[config.mk]
export PLATFORM = sky130hd
export DESIGN_NAME = spi_slave_ng
export DESIGN_NICKNAME = d
export VERILOG_FILES = /design/src/rtl/spi_slave_ng.sv
export SDC_FILE = /design/constraint.sdc
export NUM_CORES = 1
export LEC_CHECK = 0
export BUFFER_PORTS_ARGS = -buffer_cell sky130_fd_sc_hd__buf_4
export CORE_MARGIN = 2
export CORE_UTILIZATION = 28
export DETAILED_ROUTE_END_ITERATION = 6
export PLACE_DENSITY = 0.55
export SKIP_LAST_GASP = 1
export SLEW_MARGIN = 30
export SYNTH_ARGS = -nofsm -noshare
export SYNTH_HDL_FRONTEND = slang
export SYNTH_SLANG_ARGS = --single-unit
[constraint.sdc]
create_clock -name clk6x -period 1.83 [get_ports clk6x]
set_input_delay 0.183 -clock clk6x [delete_from_list [all_inputs] [get_ports clk6x]]
set_output_delay 0.183 -clock clk6x [all_outputs]
set_load 0.01 [all_outputs]
[src/rtl/spi_slave_ng.sv]
// spi_slave_ng
//   Parametrised SPI target. It sits between the oversampled ICD pins and the
//   ICD protocol engine. Word width, the four SPI modes and the bit order are
//   all set by parameters. TX words are taken through a single-entry holding
//   register with a ready/valid handshake. When a word load finds the holding
//   register empty, the target sends TX_IDLE and reports an underrun. When CSN
//   rises in the middle of a word, the target reports an abort.
//
// Ports
//   clk6x             system clock
//   resetn            asynchronous active-low reset
//   spi_clk_i         SCK pin (asynchronous)
//   spi_csn_i         chip select pin, active low (asynchronous)
//   spi_mosi_i        MOSI pin (asynchronous)
//   spi_miso_o        MISO data
//   spi_miso_drive_o  MISO output enable for the top-level tristate
//   rx_word_o         last complete received word
//   rx_hdr_en_o       pulse: first word after CSN fall is on rx_word_o
//   rx_db_en_o        pulse: a following word is on rx_word_o
//   rx_abort_o        pulse: CSN rose with a partial word received
//   tx_word_i         next word to transmit
//   tx_valid_i        tx_word_i valid
//   tx_ready_o        holding register empty
//   tx_underrun_o     pulse: a word load found holding empty, TX_IDLE used
//   busy_o            synchronised CSN active

module spi_slave_ng #(
    parameter int unsigned DATA_W    = 8,
    parameter bit          CPOL      = 1'b0,
    parameter bit          CPHA      = 1'b0,
    parameter bit          LSB_FIRST = 1'b0,
    parameter logic [31:0] TX_IDLE   = 32'h0000_00FF
) (
    input  logic              clk6x,
    input  logic              resetn,
    input  logic              spi_clk_i,
    input  logic              spi_csn_i,
    input  logic              spi_mosi_i,
    output logic              spi_miso_o,
    output logic              spi_miso_drive_o,
    output logic [DATA_W-1:0] rx_word_o,
    output logic              rx_hdr_en_o,
    output logic              rx_db_en_o,
    output logic              rx_abort_o,
    input  logic [DATA_W-1:0] tx_word_i,
    input  logic              tx_valid_i,
    output logic              tx_ready_o,
    output logic              tx_underrun_o,
    output logic              busy_o
);

    localparam int unsigned       CNT_W     = $clog2(DATA_W + 1);
    localparam logic [CNT_W-1:0]  CNT_FULL  = CNT_W'(DATA_W);
    localparam logic [DATA_W-1:0] TX_IDLE_W = DATA_W'(TX_IDLE);

    typedef enum logic {ST_IDLE, ST_ACTIVE} state_t;

    state_t            state_q, state_d;
    logic              sck_meta_q, sck_meta_d, sck_sync_q, sck_sync_d, sck_prev_q, sck_prev_d;
    logic              csn_meta_q, csn_meta_d, csn_sync_q, csn_sync_d;
    logic              mosi_meta_q, mosi_meta_d, mosi_sync_q, mosi_sync_d;
    logic [CNT_W-1:0]  cnt_q, cnt_d;
    logic              first_q, first_d;
    logic [DATA_W-1:0] rx_shift_q, rx_shift_d;
    logic [DATA_W-1:0] rx_word_q, rx_word_d;
    logic [DATA_W-1:0] tx_shift_q, tx_shift_d;
    logic [DATA_W-1:0] hold_q, hold_d;
    logic              hold_full_q, hold_full_d;
    logic              miso_q, miso_d;
    logic              hdr_q, hdr_d, db_q, db_d, abort_q, abort_d, underrun_q, underrun_d;

    logic sck_lead, sck_trail, sample_edge, shift_edge, word_load;

    // Bit presented on MISO for a given shift-register content.
    function automatic logic out_bit(input logic [DATA_W-1:0] w);
        return LSB_FIRST ? w[0] : w[DATA_W-1];
    endfunction

    function automatic logic [DATA_W-1:0] tx_advance(input logic [DATA_W-1:0] w);
        return LSB_FIRST ? (w >> 1) : (w << 1);
    endfunction

    function automatic logic [DATA_W-1:0] rx_insert(input logic [DATA_W-1:0] w, input logic b);
        return LSB_FIRST ? {b, w[DATA_W-1:1]} : {w[DATA_W-2:0], b};
    endfunction

    // Leading edge leaves the idle level. Trailing edge returns to it.
    assign sck_lead    = (sck_sync_q != CPOL) && (sck_prev_q == CPOL);
    assign sck_trail   = (sck_sync_q == CPOL) && (sck_prev_q != CPOL);
    assign sample_edge = CPHA ? sck_trail : sck_lead;
    assign shift_edge  = CPHA ? sck_lead  : sck_trail;

    always_comb begin
        // NOTE: every signal written here gets a default first, so no path can infer a latch.
        state_d     = state_q;
        sck_meta_d  = spi_clk_i;
        sck_sync_d  = sck_meta_q;
        sck_prev_d  = sck_sync_q;
        csn_meta_d  = spi_csn_i;
        csn_sync_d  = csn_meta_q;
        mosi_meta_d = spi_mosi_i;
        mosi_sync_d = mosi_meta_q;
        cnt_d       = cnt_q;
        first_d     = first_q;
        rx_shift_d  = rx_shift_q;
        rx_word_d   = rx_word_q;
        tx_shift_d  = tx_shift_q;
        hold_d      = hold_q;
        hold_full_d = hold_full_q;
        miso_d      = miso_q;
        hdr_d       = 1'b0;
        db_d        = 1'b0;
        abort_d     = 1'b0;
        underrun_d  = 1'b0;
        word_load   = 1'b0;

        case (state_q)
            ST_IDLE: begin
                cnt_d   = '0;
                first_d = 1'b1;
                // In leading-edge-sample modes, bit 0 must already be on MISO
                // before the first SCK edge. Keep the shift register primed.
                if (!CPHA) begin
                    tx_shift_d = hold_full_q ? hold_q : TX_IDLE_W;
                end
                if (!csn_sync_q) begin
                    state_d   = ST_ACTIVE;
                    word_load = 1'b1;
                end
            end

            ST_ACTIVE: begin
                if (cnt_q == CNT_FULL) begin
                    rx_word_d = rx_shift_q;
                    hdr_d     = first_q;
                    db_d      = !first_q;
                    first_d   = 1'b0;
                    cnt_d     = '0;
                end

                if (csn_sync_q) begin
                    // Any partial word is discarded. A word already in the TX
                    // shift register is dropped.
                    state_d = ST_IDLE;
                    cnt_d   = '0;
                    first_d = 1'b1;
                    abort_d = (cnt_q != '0) && (cnt_q != CNT_FULL);
                end else if (cnt_q == CNT_FULL) begin
                    word_load = 1'b1;
                end else begin
                    if (sample_edge) begin
                        rx_shift_d = rx_insert(rx_shift_q, mosi_sync_q);
                        cnt_d      = cnt_q + 1'b1;
                    end
                    if (shift_edge) begin
                        if (CPHA) begin
                            miso_d     = out_bit(tx_shift_q);
                            tx_shift_d = tx_advance(tx_shift_q);
                        end else if (cnt_q != '0) begin
                            // A trailing edge with the counter at zero follows a
                            // fresh load. Bit 0 of the new word is already out.
                            tx_shift_d = tx_advance(tx_shift_q);
                        end
                    end
                end
            end

            default: state_d = ST_IDLE;
        endcase

        if (word_load) begin
            if (hold_full_q) begin
                tx_shift_d  = hold_q;
                hold_full_d = 1'b0;
            end else begin
                tx_shift_d = TX_IDLE_W;
                underrun_d = 1'b1;
            end
        end

        // Accept only into an empty holding register. A word offered in the
        // same cycle as an underrun load waits there for the next load.
        if (tx_valid_i && !hold_full_q) begin
            hold_d      = tx_word_i;
            hold_full_d = 1'b1;
        end

        if (!CPHA) begin
            miso_d = out_bit(tx_shift_d);
        end
    end

    always_ff @(posedge clk6x or negedge resetn) begin
        if (!resetn) begin
            state_q     <= ST_IDLE;
            sck_meta_q  <= CPOL;
            sck_sync_q  <= CPOL;
            sck_prev_q  <= CPOL;
            csn_meta_q  <= 1'b1;
            csn_sync_q  <= 1'b1;
            mosi_meta_q <= 1'b0;
            mosi_sync_q <= 1'b0;
            cnt_q       <= '0;
            first_q     <= 1'b1;
            rx_shift_q  <= '0;
            rx_word_q   <= '0;
            tx_shift_q  <= '0;
            // NOTE: the holding data is qualified by hold_full_q. It is still reset so that nothing X ever reaches MISO.
            hold_q      <= '0;
            hold_full_q <= 1'b0;
            miso_q      <= 1'b0;
            hdr_q       <= 1'b0;
            db_q        <= 1'b0;
            abort_q     <= 1'b0;
            underrun_q  <= 1'b0;
        end else begin
            // NOTE: state uses non-blocking assignment, so every flop sees pre-edge values.
            state_q     <= state_d;
            sck_meta_q  <= sck_meta_d;
            sck_sync_q  <= sck_sync_d;
            sck_prev_q  <= sck_prev_d;
            csn_meta_q  <= csn_meta_d;
            csn_sync_q  <= csn_sync_d;
            mosi_meta_q <= mosi_meta_d;
            mosi_sync_q <= mosi_sync_d;
            cnt_q       <= cnt_d;
            first_q     <= first_d;
            rx_shift_q  <= rx_shift_d;
            rx_word_q   <= rx_word_d;
            tx_shift_q  <= tx_shift_d;
            hold_q      <= hold_d;
            hold_full_q <= hold_full_d;
            miso_q      <= miso_d;
            hdr_q       <= hdr_d;
            db_q        <= db_d;
            abort_q     <= abort_d;
            underrun_q  <= underrun_d;
        end
    end

    assign spi_miso_o       = miso_q;
    assign spi_miso_drive_o = (state_q == ST_ACTIVE);
    assign rx_word_o        = rx_word_q;
    assign rx_hdr_en_o      = hdr_q;
    assign rx_db_en_o       = db_q;
    assign rx_abort_o       = abort_q;
    assign tx_ready_o       = !hold_full_q;
    assign tx_underrun_o    = underrun_q;
    assign busy_o           = !csn_sync_q;

endmodule
Word level (Yosys, flattened, before mapping)
Index checks and enable logic that the tools add are counted.
Word-level totals
  RAM bits: 0
  register bits: 50
  latch bits: 0
  memories kept: 0
  ROM bits: 0
Cells by class
  divide/modulo/power cells: 0
  muxes and demuxes: 29
  reductions and logical operators: 12
  shift-type cells: 0
  equality and inequality tests: 7
  $add $sub $neg: 1
  $lt $le $gt $ge: 0
  bitwise gates (word level): 5
  multipliers: 0
Operator list (count)
  $mux W8: 6
  $mux W4: 4
  $pmux W8 S2: 1
  $mux W1: 15
  $ne A3 B1 Y1 const B: 3
  $pmux W4 S2: 1
  $reduce_and A4 Y1: 2
  $not A1 Y1: 5
  $add A4 B1 Y4 const B: 1
  $eq A4 B4 Y1 const B: 1
  $logic_and A1 B1 Y1: 4
  $ne A4 B4 Y1 const B: 1
  $pmux W1 S2: 2
  $reduce_bool A4 Y1: 1
  $logic_not A1 Y1: 3
  $ne A3 B2 Y1 const B: 1
  $ne A3 B3 Y1 const B: 1
  $reduce_and A2 Y1: 1
  $reduce_bool A2 Y1: 1

Depth between registers and ports, before layout
  depth after elaboration: 7
  mapped depth: 7
  mapped depth without buffers: 5

Least setup slack after synthesis
Ideal clock, no wire load.
  path type: register -> register
  start point: register cnt_q[0]
  end point: register rx_word_q[0] (netlist: rx_word_o[0])
  data arrival time: 1381 ps
  library setup time: 125 ps
  cell stages (with the launch flop): 7
  clock period less this slack: 1505 ps
  path buffers: 1
  path slack: 325 ps
  required time: 1705 ps
  path through: dfrtp_1 inv_1 ha_1 nor2b_1 buf_4 nand3_4 mux2_2
On the way
  word-level cells in the longest chain between the ends: 2
Ends and longest elaborated chain
  from (decl): line 62  | logic [CNT_W-1:0] cnt_q, cnt_d;
  from (signal assigned): line 226  | cnt_q <= cnt_d;
  $eq A4 B4 Y1: line 133  | if (cnt_q == CNT_FULL) begin
  $reduce_and A2 Y1 (no line)
  to (signal assigned): line 229  | rx_word_q <= rx_word_d;
  to (decl): line 65  | logic [DATA_W-1:0] rx_word_q, rx_word_d;
No other way between the ends.
A chain may end at the register's enable or synchronous reset.

Worst setup path after layout
  start point: register cnt_q[0]
  end point: register rx_word_q[1] (netlist: rx_word_o[1])
Same word-level chain as after synthesis.

==> results.sh <==
export IMPL_diodes=0
export IMPL_yosys_most_used_dff="dfrtp_1"
export IMPL_htreeDepth=2
export IMPL_hold_viol_final=0
export IMPL_ir_drop_mv=0.3811
export IMPL_clock_root_buffer="clkbuf_8"
export IMPL_max_slew_worst_pin_slew_ns=0.6252
export IMPL_powerDensity_nw_per_um2=1002
export IMPL_synth_nets=170
export IMPL_core_area_um2=7176
export IMPL_cts_buffers=5
export IMPL_ys_ff_latch=50
export IMPL_synth_area_per_cell_um2=13.35
export IMPL_nNetsFinal=206
export IMPL_seqCellArea_um2=1255
export IMPL_grt_usage_pct=9.833
export IMPL_grt_max_degree=51
export IMPL_fp_dieArea_um2=8043
export IMPL_clk_pin_slew_ns=0.09
export IMPL_cp_slowest_cell="dfrtp_1"
export IMPL_cts_setup_buffers=0
export IMPL_drc=0
export IMPL_globalRouteOverflowTotal=0
export IMPL_critPathBufInv=1
export IMPL_cts_resized=0
export IMPL_area_delta_synth_final_pct=23.49
export IMPL_leakage_nw=1.136
export IMPL_critical_path_top_delay_family="simple AND/OR/NAND/NOR gates"
export IMPL_placedCellCount=278
export IMPL_grt_pass1_vias=1243
export IMPL_synth_edff_count=0
export IMPL_min_path_type="primary input to register"
export IMPL_worst_setup_path_start_kind="register"
export IMPL_slew_violations=0
export IMPL_fp_row_count=31
export IMPL_ys_seq_area_share_pct=61.05
export IMPL_final_common_cell="dfrtp_1"
export IMPL_cts_hold_buffers=4
export IMPL_crit_type="register to register"
export IMPL_holdWs_ns=0.1173
export IMPL_maxCapViolations=0
export IMPL_ys_types=33
export IMPL_max_slew_margin_pct=58.32
export IMPL_yosysWarningCount=0
export IMPL_ios=30
export IMPL_crit_required_ns=2.02
export IMPL_vias=1299
export IMPL_ant_nets=0
export IMPL_cp_end_kind="register"
export IMPL_layout_min_cycle_time_ns=1.597
export IMPL_tns_ns=0
export IMPL_syn_area_um2=2056
export IMPL_drive_gt1_share_pct=37.17
export IMPL_cts_buffer_depth=2
export IMPL_grt_first_pass_wirelength_um=6065
export IMPL_yosysTopAreaCell="dfrtp_1"
export IMPL_clk_insertion_delay_late_ns=0.30
export IMPL_viasPerCell=4.479
export IMPL_dp_hpwl_um=2569
export IMPL_rsz0062_at_grt="false"
export IMPL_first_pass_iters=4
export IMPL_crit_fanout=10
export IMPL_status="finished clean"
export IMPL_r2r_start="cnt_q[0]"
export IMPL_period_share_pct=87.28
export IMPL_final_cell_mix="47 x dfrtp_1, 33 x buf_4, 24 x mux2_2, 8 x o31ai_1, 8 x a211oi_1"
export IMPL_skew_ns=0.008661
export IMPL_arrival_ns=1.79
export IMPL_die_y_um=89.69
export IMPL_setup_viol=0
export IMPL_synthTopCellsByArea="dfrtp_1 57%, mux2_2 13%, dfstp_2 3.8%"
export IMPL_place_congestion=0.8059
export IMPL_fin_cells=290
export IMPL_multi_input_area_um2=737.0
export IMPL_setup_worst_path_start="cnt_q[0]"
export IMPL_cts_tree="yes"
export IMPL_hp_start="tx_word_i[4]"
export IMPL_die_w_um=89.69
export IMPL_antenna_found_initial=0
export IMPL_synth_top_area_share_pct=57.21
export IMPL_max_freq_mhz=626.1
export IMPL_io_buffers=29
export IMPL_wl_per_cell_um=12.65
export IMPL_synthArstFlopShare_pct=100.0
export IMPL_syn_inst=154
export IMPL_worstPathCellList="inv_1 -> ha_1 -> nor2b_1 -> nand3_4 -> mux2_2"
export IMPL_cts_sinks=50
export IMPL_first_iter_violations=55
export IMPL_drt_wl_total_um=3668
export IMPL_initial_core_util_pct=28.65
export IMPL_fill_cells=705
export IMPL_max_stage_delay_ns=0.40
[sequential cells by signal (all words and copies together), names as in the netlist, 4 cells and up]
signal	cells
rx_shift_q	8
rx_word_o	8
hold_q	8
cnt_q	4
tx_shift_q	7
[worst reg2reg max path, delay by kind of cell, from the launching register on]
kind	cells	cell delay, ns
flops	1	0.40
fa+ha+maj	1	0.21
mux	1	0.32
simple gates	2	0.47
buf+inv	1	0.09
[power breakdown]
part / switching (mW) / internal, mW / leakage [nW]
clock: 0.373 / 0.417 / 0.0591
combinational: 0.161 / 0.203 / 0.461
sequential: 0.108 / 1.28 / 0.616
[logic make-up (layout without fill, tap and decap cells)]
group / after synthesis / after routing / synth area share, %
flops: 50 / 50 / 61.05
simple gates: 34 / 34 / 10.83
compound gates: 28 / 28 / 9.312
mux: 25 / 25 / 13.63
buf+inv: 13 / 50 / 3.104
fa+ha+maj: 2 / 2 / 1.217
xor+xnor: 2 / 2 / 0.8523
[final cells by class]
class / instances / share of cell area, %
Clock inverter: 3 / 1.873
Tap cell: 99 / 4.879
Multi-Input combinational cell: 91 / 29.03
Timing Repair Buffer: 37 / 11.34
Clock buffer: 5 / 2.711
Inverter: 5 / 0.7393
Sequential cell: 50 / 49.43
[metrics by stage]
stage	total power [mW]	util [%]	cell area (µm²)	worst slack, ns
after floorplan	1.634	-	2056	0.3246
after global placement	1.771	33.20	2382	0.2869
after detailed placement	1.776	33.20	2382	0.2167
after CTS	2.591	35.38	2539	0.1977
after global routing	2.679	35.38	2539	0.1113
final	2.545	35.38	2539	0.2329
[final timing paths]
kind	cells after the start	end	slack [ns]
worst max-delay path	5	rx_word_o[1]	0.23
worst min register to register	0	sck_prev_d	0.35
worst min-delay path	2	hold_q[4]	0.12
min in group asynchronous	2	rx_abort_o	0.43
max in group asynchronous	2	spi_miso_drive_o	0.96
worst max register to register	5	rx_word_o[1]	0.23
[per-layer routing]
metal | track usage (%) | vias up | share of wire [%]
li1 | - | 627 | -
met1 | 13.65 | 639 | 49
met2 | 14.57 | 31 | 44
met3 | 3.108 | 2 | 6.0
met4 | 3.256 | 0 | 0.98
met5 | 0 | - | 0
[cells in the mapped netlist, types with 2 or more instances]
library cell	number
dfstp_2	3
a211oi_1	8
nand2_1	4
dfrtp_1	47
nor2_1	6
a21oi_1	3
inv_1	5
and2_1	2
nand2b_1	3
ha_1	2
nand3b_1	2
nor2b_1	3
buf_1	2
buf_2	3
a31oi_1	7
mux2_2	24
nand4_1	7
o31ai_1	8
No activity file was read; power rests on OpenSTA's default activity.
